### src/rtl/apb_slave_regfile_if.sv
// Purpose: APB bus bundle between one requester and one regfile completer slot.
// Latency: none, wires only.
// Backpressure: completer stretches transfers through Pready; requester holds its request until then.
//
// Signals:
//   Pselx[2:0]  one-hot slave select        Penable  access phase
//   Pwrite      1=write, 0=read             Paddr    byte address
//   Pwdata      write data                  Prdata   read data, valid with Pready on reads
//   Pready      transfer completes when high
//   Pslverr     error response, qualified by Pready
interface apb_slave_regfile_if;
    logic [2:0]  Pselx;
    logic        Penable;
    logic        Pwrite;
    logic [31:0] Paddr;
    logic [31:0] Pwdata;
    logic [31:0] Prdata;
    logic        Pready;
    logic        Pslverr;

    modport master (
        output Pselx, Penable, Pwrite, Paddr, Pwdata,
        input  Prdata, Pready, Pslverr
    );

    modport slave (
        input  Pselx, Penable, Pwrite, Paddr, Pwdata,
        output Prdata, Pready, Pslverr
    );
endinterface

### src/rtl/apb_slave_regfile.sv
// Purpose: APB completer holding NUM_REGS 32-bit read/write registers for one Pselx slot.
// Latency: WAIT_STATES+1 access cycles after the setup phase; every output is registered.
// Backpressure: Pready held low for WAIT_STATES access cycles; a dropped select/enable aborts the transfer.
//
// Ports:
//   Hclk     rising-edge clock for all state
//   Hresetn  asynchronous active-low reset; clears FSM, outputs and all registers
//   apb      slave modport of apb_slave_regfile_if (Pselx/Penable/Pwrite/Paddr/Pwdata in,
//            Prdata/Pready/Pslverr out)
//
// Optional feature: define APB_SLVERR_EN to raise Pslverr together with Pready on
// out-of-range accesses. Without it Pslverr is tied to 0 and no error logic exists.
module apb_slave_regfile #(
    parameter int NUM_REGS    = 8,
    parameter int WAIT_STATES = 0,
    parameter int SLV_IDX     = 0,
    parameter int ADDR_LSB    = 2
) (
    input  logic                  Hclk,
    input  logic                  Hresetn,
    apb_slave_regfile_if.slave    apb
);

    // A single-register file still gets a 1-bit index; the range check below
    // turns index 1 into a miss, so the extra bit behaves like an upper address bit.
    localparam int IDX_W = (NUM_REGS > 1) ? $clog2(NUM_REGS) : 1;
    localparam int CNT_W = 4;

    typedef enum logic [1:0] {
        ST_IDLE,
        ST_WAIT,
        ST_RESP
    } state_t;

    state_t             state_q, state_d;
    logic [CNT_W-1:0]   cnt_q, cnt_d;
    logic [IDX_W-1:0]   idx_q, idx_d;
    logic               hit_q, hit_d;
    logic               wr_q, wr_d;
    logic [31:0]        wdata_q, wdata_d;
    logic [31:0]        prdata_q, prdata_d;
    logic               pready_q, pready_d;

    logic [31:0]        regs_q [NUM_REGS];

    logic               sel;
    logic [IDX_W-1:0]   live_idx;
    logic               live_hit;
    logic               enter_resp;
    logic [IDX_W-1:0]   rd_idx;
    logic               rd_hit;
    logic               rd_wr;
    logic               do_write;

    // Address offset bits and the other slaves' select lines are deliberately ignored.
    logic               unused_bus;
    assign unused_bus = ^{apb.Paddr, apb.Pselx};

    assign sel      = apb.Pselx[SLV_IDX];
    assign live_idx = apb.Paddr[ADDR_LSB +: IDX_W];
    // Hit needs every address bit above the index to be zero, otherwise an
    // aliased address would land on a real register.
    assign live_hit = ((apb.Paddr >> (ADDR_LSB + IDX_W)) == 32'd0)
                   && (32'(live_idx) < NUM_REGS);

    // ------------------------------------------------------------------
    // Next-state and next-output logic
    // ------------------------------------------------------------------
    always_comb begin
        state_d    = state_q;
        cnt_d      = cnt_q;
        idx_d      = idx_q;
        hit_d      = hit_q;
        wr_d       = wr_q;
        wdata_d    = wdata_q;
        pready_d   = 1'b0;
        prdata_d   = '0;
        enter_resp = 1'b0;
        do_write   = 1'b0;
        // The response normally reads from the captured request; with zero wait
        // states the capture and the response happen on the same edge, so the
        // live bus values are used instead.
        rd_idx     = idx_q;
        rd_hit     = hit_q;
        rd_wr      = wr_q;

        case (state_q)
            ST_IDLE: begin
                if (sel && !apb.Penable) begin
                    idx_d   = live_idx;
                    hit_d   = live_hit;
                    wr_d    = apb.Pwrite;
                    wdata_d = apb.Pwdata;
                    if (WAIT_STATES == 0) begin
                        state_d    = ST_RESP;
                        enter_resp = 1'b1;
                        rd_idx     = live_idx;
                        rd_hit     = live_hit;
                        rd_wr      = apb.Pwrite;
                    end else begin
                        cnt_d   = CNT_W'(WAIT_STATES - 1);
                        state_d = ST_WAIT;
                    end
                end
            end

            ST_WAIT: begin
                if (!sel || !apb.Penable) begin
                    // Requester broke the protocol: drop the transfer, nothing is written.
                    state_d = ST_IDLE;
                end else if (cnt_q != '0) begin
                    cnt_d = cnt_q - 1'b1;
                end else begin
                    state_d    = ST_RESP;
                    enter_resp = 1'b1;
                end
            end

            ST_RESP: begin
                // Write commits on the edge that closes the Pready cycle, so a
                // following setup phase already sees the new value.
                do_write = sel && apb.Penable && wr_q && hit_q;
                state_d  = ST_IDLE;
            end

            default: begin
                state_d = ST_IDLE;
            end
        endcase

        if (enter_resp) begin
            pready_d = 1'b1;
            prdata_d = (!rd_wr && rd_hit) ? regs_q[rd_idx] : '0;
        end
    end

    // ------------------------------------------------------------------
    // State and output registers
    // ------------------------------------------------------------------
    always_ff @(posedge Hclk or negedge Hresetn) begin
        if (!Hresetn) begin
            state_q  <= ST_IDLE;
            cnt_q    <= '0;
            idx_q    <= '0;
            hit_q    <= 1'b0;
            wr_q     <= 1'b0;
            wdata_q  <= '0;
            prdata_q <= '0;
            pready_q <= 1'b0;
        end else begin
            state_q  <= state_d;
            cnt_q    <= cnt_d;
            idx_q    <= idx_d;
            hit_q    <= hit_d;
            wr_q     <= wr_d;
            wdata_q  <= wdata_d;
            prdata_q <= prdata_d;
            pready_q <= pready_d;
        end
    end

    // ------------------------------------------------------------------
    // Register file
    // ------------------------------------------------------------------
    always_ff @(posedge Hclk or negedge Hresetn) begin
        if (!Hresetn) begin
            for (int i = 0; i < NUM_REGS; i++) begin
                regs_q[i] <= '0;
            end
        end else if (do_write) begin
            regs_q[idx_q] <= wdata_q;
        end
    end

    assign apb.Prdata = prdata_q;
    assign apb.Pready = pready_q;

`ifdef APB_SLVERR_EN
    // Error flag follows Pready: raised on entry to the response cycle for a
    // miss, cleared again when the response cycle ends.
    logic pslverr_q;
    logic pslverr_d;

    always_comb begin
        pslverr_d = 1'b0;
        if (enter_resp) begin
            pslverr_d = !rd_hit;
        end
    end

    always_ff @(posedge Hclk or negedge Hresetn) begin
        if (!Hresetn) begin
            pslverr_q <= 1'b0;
        end else begin
            pslverr_q <= pslverr_d;
        end
    end

    assign apb.Pslverr = pslverr_q;
`else
    assign apb.Pslverr = 1'b0;
`endif

endmodule

### src/flat_wrapper.sv
// flat-port wrapper written by rule: the top's interface ports become plain ports
module apb_slave_regfile_flat 
#(
    parameter int NUM_REGS    = 8,
    parameter int WAIT_STATES = 0,
    parameter int SLV_IDX     = 0,
    parameter int ADDR_LSB    = 2
)
  (Hclk, Hresetn, apb_Pselx, apb_Penable, apb_Pwrite, apb_Paddr, apb_Pwdata, apb_Prdata, apb_Pready, apb_Pslverr);
  apb_slave_regfile_if apb_i ();
  input  logic Hclk;
  input  logic Hresetn;
  input wire logic [$bits(apb_i.Pselx)-1:0] apb_Pselx;
  input wire logic [$bits(apb_i.Penable)-1:0] apb_Penable;
  input wire logic [$bits(apb_i.Pwrite)-1:0] apb_Pwrite;
  input wire logic [$bits(apb_i.Paddr)-1:0] apb_Paddr;
  input wire logic [$bits(apb_i.Pwdata)-1:0] apb_Pwdata;
  output wire logic [$bits(apb_i.Prdata)-1:0] apb_Prdata;
  output wire logic [$bits(apb_i.Pready)-1:0] apb_Pready;
  output wire logic [$bits(apb_i.Pslverr)-1:0] apb_Pslverr;
  assign apb_i.Pselx = apb_Pselx;
  assign apb_i.Penable = apb_Penable;
  assign apb_i.Pwrite = apb_Pwrite;
  assign apb_i.Paddr = apb_Paddr;
  assign apb_i.Pwdata = apb_Pwdata;
  assign apb_Prdata = apb_i.Prdata;
  assign apb_Pready = apb_i.Pready;
  assign apb_Pslverr = apb_i.Pslverr;
  apb_slave_regfile #(.NUM_REGS(NUM_REGS), .WAIT_STATES(WAIT_STATES), .SLV_IDX(SLV_IDX), .ADDR_LSB(ADDR_LSB)) u_core (.Hclk(Hclk), .Hresetn(Hresetn), .apb(apb_i));
endmodule
### config.mk
export PLATFORM = sky130hd
export DESIGN_NAME = apb_slave_regfile_flat
export DESIGN_NICKNAME = d
export VERILOG_FILES = /design/src/rtl/apb_slave_regfile_if.sv /design/src/rtl/apb_slave_regfile.sv /design/src/flat_wrapper.sv
export SDC_FILE = /design/constraint.sdc
export NUM_CORES = 1
export LEC_CHECK = 0
export BUFFER_PORTS_ARGS = -buffer_cell sky130_fd_sc_hd__buf_2
export CAP_MARGIN = 5
export CORE_MARGIN = 4
export CORE_UTILIZATION = 62
export CTS_BUF_LIST = sky130_fd_sc_hd__clkbuf_16
export DETAILED_ROUTE_END_ITERATION = 8
export PLACE_DENSITY_LB_ADDON = 0.08
export SETUP_SLACK_MARGIN = 0.5
export SLEW_MARGIN = 0
export SYNTH_ARGS = -nofsm -noshare
export SYNTH_HDL_FRONTEND = slang
export SYNTH_SLANG_ARGS = --single-unit
### constraint.sdc
create_clock -name Hclk -period 6.2 [get_ports Hclk]
set_clock_uncertainty 0.15 [all_clocks]
set_input_delay 0.31 -clock Hclk [delete_from_list [all_inputs] [get_ports Hclk]]
set_output_delay 0.31 -clock Hclk [all_outputs]
set_load 0.02 [all_outputs]
==> results of run 1 <==
## routing by layer
layer | vias up | GRT usage, %
li1 | 4716 | -
met1 | 5321 | 36.7
met2 | 235 | 42.8
met3 | 74 | 4.21
met4 | 0 | 7.89
met5 | - | 0
## report_power, final
| group | switching [mW] | internal (mW) | total [mW] |
|---|---|---|---|
| Clock | 0.821 | 1.12 | 1.94 |
| Combinational | 0.308 | 0.142 | 0.450 |
| Sequential | 0.0997 | 2.17 | 2.27 |
## synthesized netlist by cell type (all sizes together) (2+ instances only)
library cell	number	area, µm²
nor3b	3	22.5
o21ai	31	155
mux2	288	3240
nand3	4	20.0
nand2	165	619
a221oi	30	363
nor2b	34	213
nor4	7	50.1
dfrtp	327	8180
buf	55	290
nor3	3	15.0
a211oi	67	503
mux2i	129	1300
nor2	7	33.8
a32oi	2	17.5
a31oi	30	188
clkbuf	37	139
a21oi	3	15.0
nand4	2	12.5
inv	6	27.5
## logic make-up after synthesis
| group | after synthesis | share of synthesized area, % |
|---|---|---|
| buffers and inverters | 98 | 2.95 |
| other | 1 | 0.0242 |
| and+or+nand+nor | 228 | 6.52 |
| AOI/OAI and AO/OA | 166 | 8.21 |
| DFF | 327 | 52.9 |
| muxes | 417 | 29.4 |
## path summary, 6_finish.rpt
check,from,slack [ns],endpoint,depth (start not counted)
max,u_core.state_q[1],2.49,u_core.apb.Prdata[0],7
min,apb_Paddr[21],0.03,u_core.hit_q,4
max reg2reg,u_core.state_q[1],2.49,u_core.apb.Prdata[0],7
min reg2reg,u_core.hit_q,0.34,u_core.hit_q,2
max in group asynchronous,Hresetn,4.13,u_core.regs_q[71],3
min in group asynchronous,Hresetn,0.28,u_core.wdata_q[1],2
## worst max-delay path, delay by kind of cell (launching register included)
| family | cells | cell delay [ns] |
|---|---|---|
| compound gates | 3 | 0.42 |
| simple gates | 1 | 0.53 |
| buf+inv | 2 | 1.05 |
| flops | 1 | 0.40 |
| mux | 1 | 0.93 |
## final cells by class
class                   count  area (µm²)
repair buffers            152        1000
flip-flops and latches    327        8190
inverters                   6        27.5
fillers                  1700        6860
clock inverters            26         140
clock buffers              37         926
multi-input cells         812        6910
well taps                 324         405
## per-stage QoR
stage / setup slack [ns] / instance area (µm²)
final: 2.49 / 17600
after CTS: 2.53 / 17600
after global placement: 2.50 / 16200
after detailed placement: 2.49 / 16200
after floorplan: 3.88 / 15500
after global routing: 2.31 / 17600
## state kept, by name (all words and copies together) (netlist names)
name / count
u_core.apb.Prdata: 32
u_core.hit_q: 1
u_core.state_q: 1
u_core.wdata_q: 32
u_core.idx_q: 3
u_core.wr_q: 1
u_core.apb.Pready: 1
u_core.regs_q: 256
## what timing repair did
item	in CTS	in global routing
hold buffers	34	0
endpoints found under the setup margin	0	0
endpoints found under the hold margin	144	0
==> flow_summary.ini, run 1 <==
[outcome]
status = completed

[cts]
cts_setup_buffers = 0
cts_tree = built
cts_sinks = 327
clk_latency_ns = 0.51
cts_buffers = 36
root_buffer = clkbuf_16
cts_resized = 0
cts.clk_slew.worst_paths_ns = 0.06
clockBufferDepth = 3
cts_max_level = 2

[routing]
dr.first_iter.drc_count = 717
drcViolationCount = 0
dr.pass1.iters = 5
met1Wirelength_mm = 16.1
antenna_left = 0
wl_per_cell_um = 21.5
vias_per_cell = 6.14
met2_length_mm = 17.4
routed.top_layer = met4
num_vias = 10346
routed_wl_mm = 36.2
met3_length_mm = 1.71

[global_routing]
first_global_vias = 10561
antenna_found_initial = 0
grt_start_max_net_pins = 138
grt_overflow = 0
grt_pass1_wl_mm = 58.5
grtUsageTotal_pct = 26.2

[logic_synthesis]
syn_inst = 1237
netlist-cell-type-count = 38
yosysSeqAreaShare_pct = 52.9
yosys_warnings = 0
ys_seq_elements = 327
synthArstFlopShare_pct = 100
syn_avg_cell_area_um2 = 12.5
synthFlopType = dfrtp_1
synth_edf_count = 0
syn_area_um2 = 15500
syn_nets = 1308

[sta]
fin_crit_ns = 3.71
final_max_slew_viol_count = 0
fin_hold_ws_ns = 0.0290
finalSetupTns_ns = 0
rsz0062_at_grt = false
finalSetupViolations = 0
finalHoldViolCount = 0
max_freq_mhz = 270
tightest_slew_ns = 1.14
maxSlewHeadroom_pct = 23.9
finalCritPeriodShare_pct = 59.8

[worst_setup_path]
worstPathCellList = or3b_4, inv_6, mux2i_4, buf_4, a211oi_1, a31oi_1, a221oi_1
crit_required_ns = 6.38
crit_fanout = 60
critPathSlowestCell = mux2i_4
worstPathArrival_ns = 3.88
critPathKind = reg2reg
slowest_delay_ns = 0.93
start_kind = register
end_kind = register

[floorplan]
fp.dieH_um = 166
num_rows = 57
dieArea_um2 = 27500
die_w_um = 166
core_um2 = 24500
start_util_pct = 63.2
top_level_ports = 105

[final_layout]
synthToLayoutAreaGrowth_pct = 13.8
stdcell_count = 1684
n_antenna_cell = 0
nNetsFinal = 1406
final_util_pct = 72.0
final_cell_mix = 326 x dfrtp_1, 261 x mux2_2, 163 x nand2_1
layout_commonest_cell = dfrtp_1
final_layout_size_suffix_gt1_share_pct = 34.0

[place]
gp_congestion = 0.723
dp_hpwl_mm = 19.3
place_inst = 1587
io_buffer_count = 99

[pwr]
powerDensity_nw_per_um2 = 265
p_leak_nw = 8.94
power_mw = 4.66
ir_drop_mv = 0.312

[hold_path]
hold_class = in2reg

[run]
drv_cap = 0
No activity file was read; power rests on OpenSTA's default activity.
==> run 2: changes to the inputs <==
Settings changed: CORE_UTILIZATION 62 to 55.
Clock period 6.2 ns to 3.25 ns, I/O delays scaled along.
==> flow_summary.ini, run 2 (same netlist as run 1, synthesis figures left out) <==
[cts]
clockBufferDepth = 3
cts.clk_slew.worst_paths_ns = 0.06
clk_latency_ns = 0.52
cts_sinks = 327
cts_max_level = 2
cts_tree = built
cts_buffers = 37
root_buffer = clkbuf_16

[global_routing]
first_global_vias = 10742
grt_pass1_wl_mm = 60.1
antenna_found_initial = 0
grtUsageTotal_pct = 24.4
grt_overflow = 0
grt_start_max_net_pins = 97

[floorplan]
top_level_ports = 105
start_util_pct = 55.7
fp.dieH_um = 176
num_rows = 61
dieArea_um2 = 30900
core_um2 = 27800
die_w_um = 176

[final_layout]
n_antenna_cell = 0
fin_area_um2 = 18100
largest_reg_flops = 256
layout_commonest_cell = dfrtp_1
synthToLayoutAreaGrowth_pct = 17.2
final_cell_mix = 326 x dfrtp_1, 261 x mux2_2, 163 x nand2_1
regMostFlops = u_core.regs_q
nNetsFinal = 1431
final_layout_size_suffix_gt1_share_pct = 34.8
fillers = 2183

[sta]
finalCritPeriodShare_pct = 78.3
max_freq_mhz = 393
tightest_slew_ns = 0.731
final_max_slew_viol_count = 0
maxSlewHeadroom_pct = 51.3
fin_crit_ns = 2.55
finalSetupViolations = 0
rsz0062_at_grt = false
finalHoldViolCount = 0
finalSetupTns_ns = 0

[worst_setup_path]
critPathSlowestCell = or3b_4
critical_path.startpoint = u_core.state_q[1]
worstPathCellList = or3b_4, inv_6, mux2i_4, inv_2, nor2_1, buf_4, nand3_1, o2111a_1
path_depth = 8
rr_worst_depth = 8
critPathKind = reg2reg
r2r_end = u_core.apb.Prdata[30]
start_kind = register
worstPathArrival_ns = 2.80
slowest_delay_ns = 0.45
end_kind = register
critPathTopFamily = simple AND/OR/NAND/NOR gates
cp_num_buf_inv = 3
crit_fanout = 15
crit_required_ns = 3.50
rr_startpoint = u_core.state_q[1]
regToRegSetupSlack_ns = 0.70

[place]
dp_hpwl_mm = 20.4
io_buffer_count = 99
gp_congestion = 0.743
dpl_cell_area_um2 = 16500

[run]
drv_cap = 0

[hold_path]
hold_class = in2async

[routing]
wl_per_cell_um = 21.1
dr.pass1.iters = 4
routed_wl_mm = 37.1
vias_per_cell = 5.76
num_vias = 10154
drcViolationCount = 0
antenna_left = 0
dr.first_iter.drc_count = 588

[outcome]
status = completed

[pwr]
p_leak_nw = 9.16
ir_drop_mv = 0.530
power_mw = 9.34
powerDensity_nw_per_um2 = 515
==> run 2: changes by cell type in the layout (fill, tap and decap cells not counted) <==
cell            before  now
buf_12               1   13
buf_4               19   24
clkinv_2            10    5
dlygate4sd3_1       34   38
bufinv_16            1    4
buf_6                0    2
clkbuf_16           37   39
clkinv_1             9    7
inv_6                1    3
a21oi_1              1    2
a21oi_4              1    0
clkinvlp_4           1    0
dlymetal6s4s_1       0    1
inv_1                9   10
==> run 2: per-stage QoR <==
stage / utilization [%] / worst slack (ns) / hold WS [ns] / std cells
floorplan: - / 0.930 / -0.283 / 1237
global placement: 59.4 / 0.653 / 0.0796 / 1657
detailed placement: 59.4 / 0.629 / 0.0827 / 1657
CTS: 65.1 / 0.574 / 0.109 / 1759
global route: 65.3 / 0.590 / 0.151 / 1762
finish: 65.3 / 0.704 / 0.102 / 1762
==> run 2: report_power, final <==
group	internal, mW	leakage [nW]	switching, mW
logic	0.328	4.04	0.602
clock network	2.48	0.609	1.61
registers	4.14	4.51	0.187
==> run 2: area by class of cell <==
type / count / area (µm²) / share of cell area [%]
inverter: 6 / 27.5 / 0.152
clock inverter: 24 / 211 / 1.17
timing repair buffer: 176 / 1360 / 7.48
clock buffer: 39 / 976 / 5.38
tap: 378 / 473 / 2.61
sequential: 327 / 8190 / 45.1
multi-input combinational: 812 / 6900 / 38.1
==> run 2: what timing repair did <==
item                                    CTS  global route
resized for setup                         0             3
setup buffers                             0             3
hold buffers                             39             0
hold endpoints to repair                122             0
endpoints found under the setup margin    0             5
==> run 2: worst max path at each step <==
stage                            end  slack, ns
2_1_floorplan  u_core.apb.Prdata[14]       0.93
3_3_place_gp   u_core.apb.Prdata[19]       0.65
3_5_place_dp   u_core.apb.Prdata[28]       0.63
4_1_cts                 u_core.hit_q       0.57
5_1_grt           u_core.regs_q[241]       0.59
6_report       u_core.apb.Prdata[30]       0.70
==> run 2: routing by layer <==
metal	GRT usage, %	part of all wire [%]
met1	33.8	45
met2	41.1	49
met3	3.40	5.1
met4	6.24	1.8
met5	0	0
